[src/rtl/div_ctrl_if.sv]
// Bundle between the EX-stage divide front-end and its two neighbours:
// the pipeline (op/result/stall) and the iterative divider (start/done/operands).
interface div_ctrl_if;
   logic        op_valid_i;
   logic [2:0]  funct3_i;
   logic [31:0] rs1_i;
   logic [31:0] rs2_i;
   logic        flush_i;
   logic        stall_o;
   logic        result_valid_o;
   logic [31:0] result_o;
   logic        div_start_o;
   logic [31:0] div_dividend_o;
   logic [31:0] div_divisor_o;
   logic        div_is_signed_o;
   logic [31:0] div_quotient_i;
   logic [31:0] div_remainder_i;
   logic        div_done_i;

   modport slave (
      input  op_valid_i, funct3_i, rs1_i, rs2_i, flush_i,
      input  div_quotient_i, div_remainder_i, div_done_i,
      output stall_o, result_valid_o, result_o,
      output div_start_o, div_dividend_o, div_divisor_o, div_is_signed_o
   );

   modport master (
      output op_valid_i, funct3_i, rs1_i, rs2_i, flush_i,
      output div_quotient_i, div_remainder_i, div_done_i,
      input  stall_o, result_valid_o, result_o,
      input  div_start_o, div_dividend_o, div_divisor_o, div_is_signed_o
   );
endinterface

[src/rtl/div_ctrl.sv]
// RV32M divide front-end: resolves divide-by-zero, signed overflow and a one-entry
// result cache locally, otherwise launches the iterative divider and stalls EX.
//
// state  | meaning
// IDLE   | waiting for a divide op
// RESP   | result_o valid this cycle, pipeline released
// LAUNCH | div_start_o high for one cycle
// WAIT   | divider busy, waiting for div_done_i
// DRAIN  | op was flushed, divider still busy; result discarded
module div_ctrl (
   input  logic       clk_i,
   input  logic       reset_n_i,
   div_ctrl_if.slave  bus
);

   typedef enum logic [2:0] {IDLE, RESP, LAUNCH, WAIT, DRAIN} state_t;

   state_t      state_q;
   logic        result_valid_q;
   logic [31:0] result_q;
   logic        div_start_q;
   logic [31:0] dividend_q;
   logic [31:0] divisor_q;
   logic        is_signed_q;
   logic        rem_sel_q;
   logic        cache_valid_q;
   logic [31:0] cache_rs1_q;
   logic [31:0] cache_rs2_q;
   logic        cache_signed_q;
   logic [31:0] cache_quot_q;
   logic [31:0] cache_rem_q;

   logic        is_signed_in;
   logic        div_by_zero;
   logic        signed_ovf;
   logic        cache_hit;
   logic        accept;
   logic [31:0] local_quot_d;
   logic [31:0] local_rem_d;
   logic [31:0] result_sel_d;

   assign is_signed_in = ~bus.funct3_i[0];
   assign div_by_zero  = (bus.rs2_i == 32'h0);
   assign signed_ovf   = is_signed_in && (bus.rs1_i == 32'h8000_0000) && (bus.rs2_i == 32'hFFFF_FFFF);
   assign cache_hit    = cache_valid_q && (cache_rs1_q == bus.rs1_i) && (cache_rs2_q == bus.rs2_i)
                         && (cache_signed_q == is_signed_in);
   assign accept       = (state_q == IDLE) && bus.op_valid_i && bus.funct3_i[2] && !bus.flush_i;

   // Results resolvable without the divider, in priority order.
   always_comb begin
      local_quot_d = cache_quot_q;
      local_rem_d  = cache_rem_q;
      if (div_by_zero) begin
         local_quot_d = 32'hFFFF_FFFF;
         local_rem_d  = bus.rs1_i;
      end else if (signed_ovf) begin
         local_quot_d = 32'h8000_0000;
         local_rem_d  = 32'h0;
      end
      result_sel_d = bus.funct3_i[1] ? local_rem_d : local_quot_d;
   end

   always_ff @(posedge clk_i) begin
      if (!reset_n_i) begin
         state_q        <= IDLE;
         result_valid_q <= 1'b0;
         result_q       <= 32'h0;
         div_start_q    <= 1'b0;
         dividend_q     <= 32'h0;
         divisor_q      <= 32'h0;
         is_signed_q    <= 1'b0;
         rem_sel_q      <= 1'b0;
         cache_valid_q  <= 1'b0;
         cache_rs1_q    <= 32'h0;
         cache_rs2_q    <= 32'h0;
         cache_signed_q <= 1'b0;
         cache_quot_q   <= 32'h0;
         cache_rem_q    <= 32'h0;
      end else begin
         div_start_q    <= 1'b0;
         result_valid_q <= 1'b0;
         case (state_q)
            IDLE: begin
               if (accept) begin
                  if (div_by_zero || signed_ovf || cache_hit) begin
                     result_q       <= result_sel_d;
                     result_valid_q <= 1'b1;
                     state_q        <= RESP;
                  end else begin
                     dividend_q  <= bus.rs1_i;
                     divisor_q   <= bus.rs2_i;
                     is_signed_q <= is_signed_in;
                     rem_sel_q   <= bus.funct3_i[1];
                     div_start_q <= 1'b1;
                     state_q     <= LAUNCH;
                  end
               end
            end
            LAUNCH: state_q <= bus.flush_i ? DRAIN : WAIT;
            WAIT: begin
               // A flush coinciding with done retires the divider run directly.
               if (bus.flush_i) begin
                  if (bus.div_done_i) begin
                     cache_valid_q <= 1'b0;
                     state_q       <= IDLE;
                  end else begin
                     state_q <= DRAIN;
                  end
               end else if (bus.div_done_i) begin
                  result_q       <= rem_sel_q ? bus.div_remainder_i : bus.div_quotient_i;
                  result_valid_q <= 1'b1;
                  cache_valid_q  <= 1'b1;
                  cache_rs1_q    <= dividend_q;
                  cache_rs2_q    <= divisor_q;
                  cache_signed_q <= is_signed_q;
                  cache_quot_q   <= bus.div_quotient_i;
                  cache_rem_q    <= bus.div_remainder_i;
                  state_q        <= RESP;
               end
            end
            RESP: state_q <= IDLE;
            DRAIN: begin
               if (bus.div_done_i) begin
                  cache_valid_q <= 1'b0;
                  state_q       <= IDLE;
               end
            end
            default: state_q <= IDLE;
         endcase
      end
   end

   assign bus.stall_o         = bus.op_valid_i && bus.funct3_i[2] && (state_q != RESP);
   assign bus.result_valid_o  = result_valid_q && !bus.flush_i;
   assign bus.result_o        = result_q;
   assign bus.div_start_o     = div_start_q;
   assign bus.div_dividend_o  = dividend_q;
   assign bus.div_divisor_o   = divisor_q;
   assign bus.div_is_signed_o = is_signed_q;

endmodule

[src/flat_wrapper.sv]
// flat-port wrapper written by rule: the top's interface ports become plain ports
module div_ctrl_flat 
  (clk_i, reset_n_i, bus_op_valid_i, bus_funct3_i, bus_rs1_i, bus_rs2_i, bus_flush_i, bus_div_quotient_i, bus_div_remainder_i, bus_div_done_i, bus_stall_o, bus_result_valid_o, bus_result_o, bus_div_start_o, bus_div_dividend_o, bus_div_divisor_o, bus_div_is_signed_o);
  div_ctrl_if bus_i ();
  input  logic clk_i;
  input  logic reset_n_i;
  input wire logic [$bits(bus_i.op_valid_i)-1:0] bus_op_valid_i;
  input wire logic [$bits(bus_i.funct3_i)-1:0] bus_funct3_i;
  input wire logic [$bits(bus_i.rs1_i)-1:0] bus_rs1_i;
  input wire logic [$bits(bus_i.rs2_i)-1:0] bus_rs2_i;
  input wire logic [$bits(bus_i.flush_i)-1:0] bus_flush_i;
  input wire logic [$bits(bus_i.div_quotient_i)-1:0] bus_div_quotient_i;
  input wire logic [$bits(bus_i.div_remainder_i)-1:0] bus_div_remainder_i;
  input wire logic [$bits(bus_i.div_done_i)-1:0] bus_div_done_i;
  output wire logic [$bits(bus_i.stall_o)-1:0] bus_stall_o;
  output wire logic [$bits(bus_i.result_valid_o)-1:0] bus_result_valid_o;
  output wire logic [$bits(bus_i.result_o)-1:0] bus_result_o;
  output wire logic [$bits(bus_i.div_start_o)-1:0] bus_div_start_o;
  output wire logic [$bits(bus_i.div_dividend_o)-1:0] bus_div_dividend_o;
  output wire logic [$bits(bus_i.div_divisor_o)-1:0] bus_div_divisor_o;
  output wire logic [$bits(bus_i.div_is_signed_o)-1:0] bus_div_is_signed_o;
  assign bus_i.op_valid_i = bus_op_valid_i;
  assign bus_i.funct3_i = bus_funct3_i;
  assign bus_i.rs1_i = bus_rs1_i;
  assign bus_i.rs2_i = bus_rs2_i;
  assign bus_i.flush_i = bus_flush_i;
  assign bus_i.div_quotient_i = bus_div_quotient_i;
  assign bus_i.div_remainder_i = bus_div_remainder_i;
  assign bus_i.div_done_i = bus_div_done_i;
  assign bus_stall_o = bus_i.stall_o;
  assign bus_result_valid_o = bus_i.result_valid_o;
  assign bus_result_o = bus_i.result_o;
  assign bus_div_start_o = bus_i.div_start_o;
  assign bus_div_dividend_o = bus_i.div_dividend_o;
  assign bus_div_divisor_o = bus_i.div_divisor_o;
  assign bus_div_is_signed_o = bus_i.div_is_signed_o;
  div_ctrl u_core (.clk_i(clk_i), .reset_n_i(reset_n_i), .bus(bus_i));
endmodule
[config.mk]
export PLATFORM = sky130hd
export DESIGN_NAME = div_ctrl_flat
export DESIGN_NICKNAME = d
export VERILOG_FILES = /design/src/rtl/div_ctrl_if.sv /design/src/rtl/div_ctrl.sv /design/src/flat_wrapper.sv
export SDC_FILE = /design/constraint.sdc
export NUM_CORES = 1
export LEC_CHECK = 0
export ABC_CLOCK_PERIOD_IN_PS = 8800
export CAP_MARGIN = 20
export CORE_MARGIN = 1.5
export CORE_UTILIZATION = 55
export DETAILED_ROUTE_END_ITERATION = 10
export GPL_TIMING_DRIVEN = 0
export PLACE_DENSITY_LB_ADDON = 0.08
export SYNTH_ARGS = -nofsm -noshare
export SYNTH_HDL_FRONTEND = slang
export SYNTH_SLANG_ARGS = --single-unit
[constraint.sdc]
create_clock -name clk_i -period 8.8 [get_ports clk_i]
set_clock_uncertainty 0.15 [all_clocks]
set_input_delay 2.64 -clock clk_i [delete_from_list [all_inputs] [get_ports clk_i]]
set_output_delay 2.64 -clock clk_i [all_outputs]
set_load 0.01 [all_outputs]
==> impl_metrics.csv, run 1 <==
group,metric,value,unit
finish,fillers,1595,
setup_path,cp_data_arrival_time,4.04,ns
setup_path,crit_slowest_cell,"clkdlybuf4s50_1",
power,p_seq_share,45.2,%
synth,syn_avg_cell_area,8.08,um^2
sta,fin_tns_setup,0,ns
setup_path,crit_fanout,2,
sta,fin_crit_sh,77.7,%
synth,synth-edff-count,0,
synth,yosys.cell_count.top_type,"nand2_1",
detailed_routing,drc,0,
synth,synth_nets,1494,
setup_path,end_kind,"output pin",
clock_network,cts.sinks,233,
setup_path,critPathLaunch,"bus_op_valid_i",
detailed_routing,ant_nets,0,
synth,async_flop_share,0,%
power,intPower,1.80,mW
clock_network,clockBufferDepth,3,
sta,fin_crit,6.83,ns
setup_path,endpoint,"bus_stall_o",
synth,yosys.area.top_type,"dfxtp_1",
setup_path,rrSetupSlack,5.58,ns
detailed_routing,first_iter_violations,1176,
power,worst_ir_drop_vdd,156,uV
global_route,overflow,0,
setup_path,crit_chain,"clkdlybuf4s50_1, nand2_1, a21oi_1, clkdlybuf4s50_1",
clock_network,cts-hold-fix-buffers,0,
sta,max_freq,0.146,GHz
setup_path,reg2reg_from,"u_core.cache_rs1_q[13]",
finish,diodes,0,
worst_hold_path,holdPathStages,2,
place,portBuffers,233,
floorplanning,die_h,144,um
detailed_routing,drt_wl_total,39.4,mm
synth,synth-seq-cells,233,
sta,drv_slew,0,
setup_path,critPathKind,"input pin to output pin",
worst_hold_path,hold_path_class,"register to register",
power,power_frac_comb,10.6,%
clock_network,post_cts_resized,0,
flow_run,maxCapViolCount,0,
clock_network,post_cts_buffers,0,
setup_path,rr_worst_depth,9,
setup_path,cp.depth,4,
outcome,status,"finished clean",
sta,rsz0062_at_grt,"no",
power,p_leak,5.41,nW
global_route,track_usage,37.3,%
detailed_routing,firstDrtPassIters,6,
detailed_routing,wl_per_cell,20.7,um
clock_network,cts_max_level,1,
sta,finalSetupViolations,0,
floorplanning,start_util,56.2,%
setup_path,required,6.01,ns
sta,slew-limit-headroom,38.4,%
detailed_routing,avgViaCountPerCell,6.04,
setup_path,cp_slowest_stage_delay,0.59,ns
finish,nets,1754,
finish,drive_above_1_share,3.49,%
global_route,antenna_found_initial,0,
sta,hold_viol,0,
global_route,grt_pass1_wl,59.3,mm
clock_network,clock_latency,0.53,ns
synth,synthDistinctLibCells,46,
setup_path,path_buf_inv,2,
floorplanning,io_pins,236,
sta,setup_ws,1.97,ns
floorplanning,coreArea,0.0195,mm^2
synth,synth_top_flop_cell,"dfxtp_1",
place,place_congestion,0.951,
setup_path,worstReg2RegEnd,"u_core.bus.div_divisor_o[19]",
synth,ys_warn_count,0,
floorplanning,fp.dieArea,0.0208,mm^2
synth,ys_seq_area_share,42.5,%
power,p_sw_share,24.5,%
global_route,grt_max_degree,14,
synth,synth_top_area_share,42.5,%
setup_path,cpMostUsedCell,"clkdlybuf4s50_1",
power,power.switching,0.582,mW
floorplanning,row_count,51,
synth,synth_area_leaders,"dfxtp_1 (43%), nand2_1 (15%), mux2i_1 (12%), a21oi_1 (6.2%), o211ai_1 (4.2%)",
setup_path,cp-start-kind,"input pin",
global_route,grt_pass1_vias,10800,
clock_network,cts_inserted_buffers,25,
finish,area_delta_synth_final,31.6,%
power,powerDensity,165,mW/mm^2
place,place_ws,2.04,ns
clock_network,clkTransAtPathRegs,0.06,ns
floorplanning,die_w,144,um
synth,synth_commonest_cells,"nand2_1 (433), dfxtp_1 (233), a21oi_1 (137)",
place,hpwl,28.8,mm
synth,synth_cells,1358,
clock_network,root_buffer,"clkbuf_16",
clock_network,cts_tree,"built",
detailed_routing,vias,11500,
power,clkPwrFrac,44.2,%
sta,worst_pin_slew,0.925,ns
setup_path,cp_top_family,"buffers and inverters",
synth,synth_area,0.0110,mm^2
## placed cells by master, fill, tap and decap left out, types with 12 or more instances in the layout
master and instances:
nand2_1 433, dfxtp_1 233, clkdlybuf4s50_1 233, nand3_1 34, clkbuf_1 95, a221o_1 31
mux2i_1 129, xor2_1 43, o211ai_1 62, clkbuf_16 25, o21ai_0 32, a21oi_1 137
nand4_1 12, nor4_1 27
## state kept, by name, summed over array words and instances, names as in the netlist
register and count:
u_core.result_valid_q 1, u_core.bus.div_is_signed_o 1, u_core.bus.div_divisor_o 32, u_core.cache_rem_q 32, u_core.state_q 3, u_core.cache_rs2_q 32
u_core.bus.result_o 32, u_core.rem_sel_q 1, u_core.cache_quot_q 32, u_core.cache_signed_q 1, u_core.cache_rs1_q 32, u_core.bus.div_start_o 1
u_core.bus.div_dividend_o 32, u_core.cache_valid_q 1
## power by group through the flow
stage               Clock (mW)  Combinational, mW  Sequential [mW]
finish                    1.05              0.253             1.08
global route              1.09              0.266             1.08
CTS                       1.05              0.247             1.08
detailed placement           0              0.246             1.10
global placement             0              0.244             1.10
floorplan                    0             0.0934             1.10
## per-layer routing
layer  global-route usage, %  share of wire [%]  up-vias
met3                    6.39                 10      120
met2                    61.2                 46      689
met5                       0                  0        -
li1                        -                  -     5224
met1                    48.0                 39     5428
met4                    16.7                4.6        0
## cell type report
class	instances	area [um^2]	area share, %
multi-input combinational	1003	5790	40.1
sequential	233	4660	32.3
timing repair buffer	233	2330	16.1
clock buffer	38	754	5.22
buffer	110	469	3.25
tap	265	332	2.30
clock inverter	5	53.8	0.372
inverter	12	45.0	0.312
## how the worst min path moves through the flow
stage,from,to,slack (ns)
finish,u_core.cache_quot_q[28],u_core.cache_quot_q[28],0.30
global route,u_core.cache_quot_q[9],u_core.cache_quot_q[9],0.32
CTS,u_core.cache_rem_q[28],u_core.cache_rem_q[28],0.30
detailed placement,u_core.cache_rem_q[28],u_core.cache_rem_q[28],0.30
global placement,u_core.cache_rem_q[21],u_core.cache_rem_q[21],0.29
floorplan,u_core.cache_rem_q[31],u_core.cache_rem_q[31],0.29
## logic make-up (layout without fill, tap and decap cells)
group,count (synthesis),count (layout),share of synthesized area (%)
DFF,233,233,42.5
muxes,129,129,11.8
and+or+nand+nor,542,542,20.7
AOI/OAI and AO/OA,278,278,16.0
xor gates and xnor gates,54,54,4.31
buffers and inverters,122,398,4.69
## through the flow
step           utilization (%)  hold slack (ns)  power [mW]  area (um^2)  cells
3_3_place_gp              69.8            0.291        1.34        13600   1856
4_1_cts                   74.0            0.305        2.37        14400   1899
2_1_floorplan                -            0.286        1.20        11000   1358
6_report                  74.0            0.305        2.38        14400   1899
5_1_grt                   74.0            0.319        2.43        14400   1899
3_5_place_dp              69.8            0.297        1.35        13600   1856
## worst min-delay path, cell delays in order, from the launching register on
cell and delay, ns:
dfxtp_1 0.31, nand2_1 0.05, a21oi_1 0.05
Power figures use the tool's default switching activity.
==> inputs of run 2 (changes only) <==
Settings changed: ABC_CLOCK_PERIOD_IN_PS 8800 to 7070, CORE_UTILIZATION 55 to 51.
Clock period 8.8 ns to 7.07 ns, I/O delays scaled along.
==> run 2 against run 1 <==
Sequential power grew 24%. Critical path depth is the same. Combinational power grew 24%. Largest cell class unchanged. Cell area grew 0.16%. Setup slack lost 0.68 ns. Non-clock buffer count is the same. Clock-buffer cell count shrank 5.
==> impl_metrics.csv, run 2 (synthesized netlist as in run 1, its figures left out) <==
group,metric,value,unit
place,place_congestion,0.942,
clock_network,clkTransAtPathRegs,0.06,ns
detailed_routing,drt_wl_total,39.1,mm
global_route,grt_use_met1,45.6,%
detailed_routing,wl_per_cell,20.5,um
clock_network,clockBufferDepth,3,
power,p_leak,5.41,nW
finish,final_cell_mix,"nand2_1 (433), clkdlybuf4s50_1 (233), dfxtp_1 (233)",
setup_path,critPathKind,"input pin to output pin",
floorplanning,coreArea,0.0211,mm^2
detailed_routing,avgViaCountPerCell,5.89,
global_route,use_met3,5.46,%
finish,drive_above_1_share,3.49,%
clock_network,root_buffer,"clkbuf_16",
setup_path,path_buf_inv,2,
global_route,grt_max_degree,14,
setup_path,reg2reg_from,"u_core.cache_rs1_q[13]",
finish,final_core_util,68.6,%
setup_path,cp_data_arrival_time,3.52,ns
setup_path,cp_top_family,"buffers and inverters",
setup_path,crit_chain,"clkdlybuf4s50_1, nand2_1, a21oi_1, clkdlybuf4s50_1",
sta,fin_crit,5.79,ns
clock_network,post_cts_resized,0,
clock_network,post_cts_buffers,0,
floorplanning,row_count,53,
sta,max_freq,0.173,GHz
floorplanning,fp.dieArea,0.0224,mm^2
clock_network,clock_latency,0.54,ns
setup_path,cp_slowest_stage_delay,0.59,ns
detailed_routing,drc,0,
global_route,overflow,0,
setup_path,required,4.80,ns
sta,worst_pin_slew,0.867,ns
sta,drv_slew,0,
setup_path,cp-start-kind,"input pin",
power,powerDensity,207,mW/mm^2
finish,nets,1754,
detailed_routing,vias,11200,
global_route,track_usage,34.5,%
worst_hold_path,hold_path_class,"register to register",
sta,slew-limit-headroom,42.2,%
clock_network,cts-hold-fix-buffers,0,
global_route,grt_pass1_wl,59.6,mm
clock_network,cts.sinks,233,
floorplanning,die_w,150,um
global_route,antenna_found_initial,1,
finish,area_delta_synth_final,31.9,%
clock_network,cts_inserted_buffers,25,
outcome,status,"finished clean",
power,worst_ir_drop_vdd,152,uV
global_route,groute.layer.met2.usage,57.0,%
detailed_routing,firstDrtPassIters,7,
sta,fin_tns_setup,0,ns
floorplanning,start_util,52.0,%
global_route,grt.busiest_layer,"met2",
floorplanning,die_h,150,um
setup_path,end_kind,"output pin",
place,place_ws,1.32,ns
setup_path,critPathLaunch,"bus_funct3_i[2]",
setup_path,crit_slowest_cell,"clkdlybuf4s50_1",
sta,hold_viol,0,
clock_network,cts_tree,"built",
clock_network,cts_max_level,1,
sta,rsz0062_at_grt,"no",
detailed_routing,ant_nets,0,
setup_path,crit_fanout,2,
setup_path,cpMostUsedCell,"clkdlybuf4s50_1",
worst_hold_path,min-delay-start,"u_core.cache_rem_q[21]",
sta,finalSetupViolations,0,
finish,final_common_cell,"nand2_1",
sta,setup_ws,1.28,ns
sta,fin_crit_sh,81.9,%
place,portBuffers,233,
global_route,grt_pass1_vias,10600,
flow_run,maxCapViolCount,0,
floorplanning,io_pins,236,
detailed_routing,first_iter_violations,1054,
place,hpwl,29.0,mm
==> run 2: final cells by class <==
class / instances / area, um^2
tap: 275 / 344
timing repair buffer: 233 / 2330
sequential: 233 / 4660
clock buffer: 33 / 686
antenna: 1 / 2.50
multi-input combinational: 1003 / 5790
buffer: 110 / 469
fill: 1808 / 6620
clock inverter: 10 / 131
inverter: 12 / 45.0
==> run 2: worst reg2reg max path, cell delays in order (launching register included) <==
cell	delay [ns]
dfxtp_1	0.32
xor2_1	0.21
nor4_1	0.51
nand4_1	0.17
nor4_1	0.58
a21oi_1	0.19
nand2_1	0.28
buf_4	0.31
buf_6	0.21
mux2i_1	0.22
==> run 2: stage by stage <==
stage	total power [mW]	hold slack [ns]	instance area, um^2	cells
after detailed placement	1.68	0.296	13600	1866
final	2.99	0.305	14500	1910
after floorplan	1.49	0.286	11000	1358
after CTS	2.99	0.304	14500	1909
after global placement	1.67	0.292	13600	1866
after global routing	3.07	0.321	14500	1909
==> run 2: worst paths after layout <==
| check | depth (start not counted) | end | slack [ns] |
|---|---|---|---|
| setup reg to reg | 9 | u_core.bus.div_divisor_o[25] | 3.86 |
| setup / recovery | 4 | bus_stall_o | 1.28 |
| hold reg to reg | 2 | u_core.cache_rem_q[21] | 0.31 |
| hold / removal | 2 | u_core.cache_rem_q[21] | 0.31 |
==> run 2: metal layers <==
layer | vias up | share of wire (%)
met2 | 623 | 47
li1 | 5223 | -
met3 | 90 | 9.9
met1 | 5313 | 40
met4 | 0 | 3.5
met5 | - | 0
==> run 2: where the power goes <==
part / internal (mW) / switching, mW / total (mW)
combinational: 0.144 / 0.169 / 0.313
sequential: 1.33 / 0.0131 / 1.34
clock: 0.788 / 0.552 / 1.34
==> patch, RTL diff (settings of run 2) <==
Reset style: asynchronous (`reset_n_i`), changed in one clocked block.
--- a/src/rtl/div_ctrl.sv
+++ b/src/rtl/div_ctrl.sv
@@ -60,7 +60,7 @@
       result_sel_d = bus.funct3_i[1] ? local_rem_d : local_quot_d;
    end
 
-   always_ff @(posedge clk_i) begin
+   always_ff @(posedge clk_i or negedge reset_n_i) begin
       if (!reset_n_i) begin
          state_q        <= IDLE;
          result_valid_q <= 1'b0;
Formal check against the unedited RTL: differs if reset_n_i is asserted again (counterexample within 4 cycles, from zero or initial values and one cycle with reset_n_i low); with reset_n_i held inactive, the same outputs for 4 cycles.
==> patch against run 2 <==
- area after synthesis increased by 3.4%
- sequential cell count unchanged
- worst setup slack improved by 31 ps
- maximum frequency increased by 0.54%
- highest routed layer unchanged
- wire length decreased by 6.7%
- critical path type is now in -> reg
- first-iteration DRC count decreased by 32%
- die area increased by 3.3%
- design area increased by 3.1%
Power is not compared: it rests on default switching activity, and its combinational part moved more than twofold at a synthesized area within 25%.
==> patch: results (changes against run 2) <==
[synth]
synthTopCellsByCount=nand2_1, dfrtp_1, mux2_2, clkbuf_1, mux2_4  ; was nand2_1, dfxtp_1, a21oi_1, mux2i_1, clkbuf_1
synthMuxAreaShare_pct=13.74  ; was 11.77%
seq_area_frac_synth_pct=51.40  ; was 42.51%
synth_compound_area_share_pct=7.743  ; was 15.99%
synth_xor_area_share_pct=3.861  ; was 4.311%
synth_area_leaders=dfrtp_1, nand2_1, mux2_2, mux2_4, mux2i_1  ; was dfxtp_1, nand2_1, mux2i_1, a21oi_1, o211ai_1
syn-num-nets=1288  ; was 1494
async_reset_ff_share_pct=100.0  ; was 0%

[status]
outcome=complete, no violations  ; unchanged

[setup_path]
worstRegToRegCells=8  ; was 9
critPathSlowestCell=or4_1  ; was clkdlybuf4s50_1
reg2reg_slack_ps=3610  ; was 3860 ps
cp.arrival_ps=6010  ; was 3520 ps
cp_max_fo=10  ; was 2
r2r-start=u_core.cache_rs1_q[30]$_DFFE_PN0P_  ; was u_core.cache_rs1_q[13]$_SDFFE_PN0P_
endpoint=u_core.bus.result_o[15]$_DFFE_PN0P_  ; was bus_stall_o

[sta]
tightest_slew_ps=1056  ; was 866.7 ps

[cells_and_area]
antenna_cells=0  ; was 1
layout-drive-gt1-share_pct=10.76  ; was 3.488%
nFillCells=1747  ; was 1808
fin_cells=1711  ; was 1910

[grt]
first_global_vias=9659  ; was 10559

[hold_path]
holdPathEnd=u_core.cache_quot_q[21]$_DFFE_PN0P_  ; was u_core.cache_rem_q[21]$_SDFFE_PN0P_

[place]
io_buffers=234  ; was 233
place_congestion=0.9310  ; was 0.9417
post_dp_cell_area_um2=14100  ; was 13650 um2

patch: area by class of cell:
cell class                      count  area (um2)  area share [%]
Multi-Input combinational cell    837        5152           34.54
Inverter                           10       37.54          0.2517
Tap cell                          280       350.3           2.349
Clock buffer                       35       723.2           4.849
Buffer                             72       322.8           2.164
Clock inverter                      8       96.34          0.6459
Timing Repair Buffer              236        2402           16.11
Sequential cell                   233        5831           39.09
patch: power breakdown:
group	switching [mW]	total, mW	internal (mW)
registers	0.187	1.76	1.57
clock network	0.547	1.33	0.782
logic	0.436	1.04	0.602
total	1.17	4.13	2.96
patch: worst max-delay path: cells and delay by family:
family / cells / cell delay [ps]
multiplexers: 1 / 360
buffers and inverters: 2 / 850
AND/OR/NAND/NOR: 4 / 2090
AO/OA/AOI/OAI: 2 / 580
patch: metal layers:
metal	vias to the layer above	routed length (um)	track usage, %
met5	-	0	0
met4	0	1520	12.39
met3	88	2210	4.920
met2	406	17340	50.98
met1	4762	15400	42.63
li1	4445	-	-
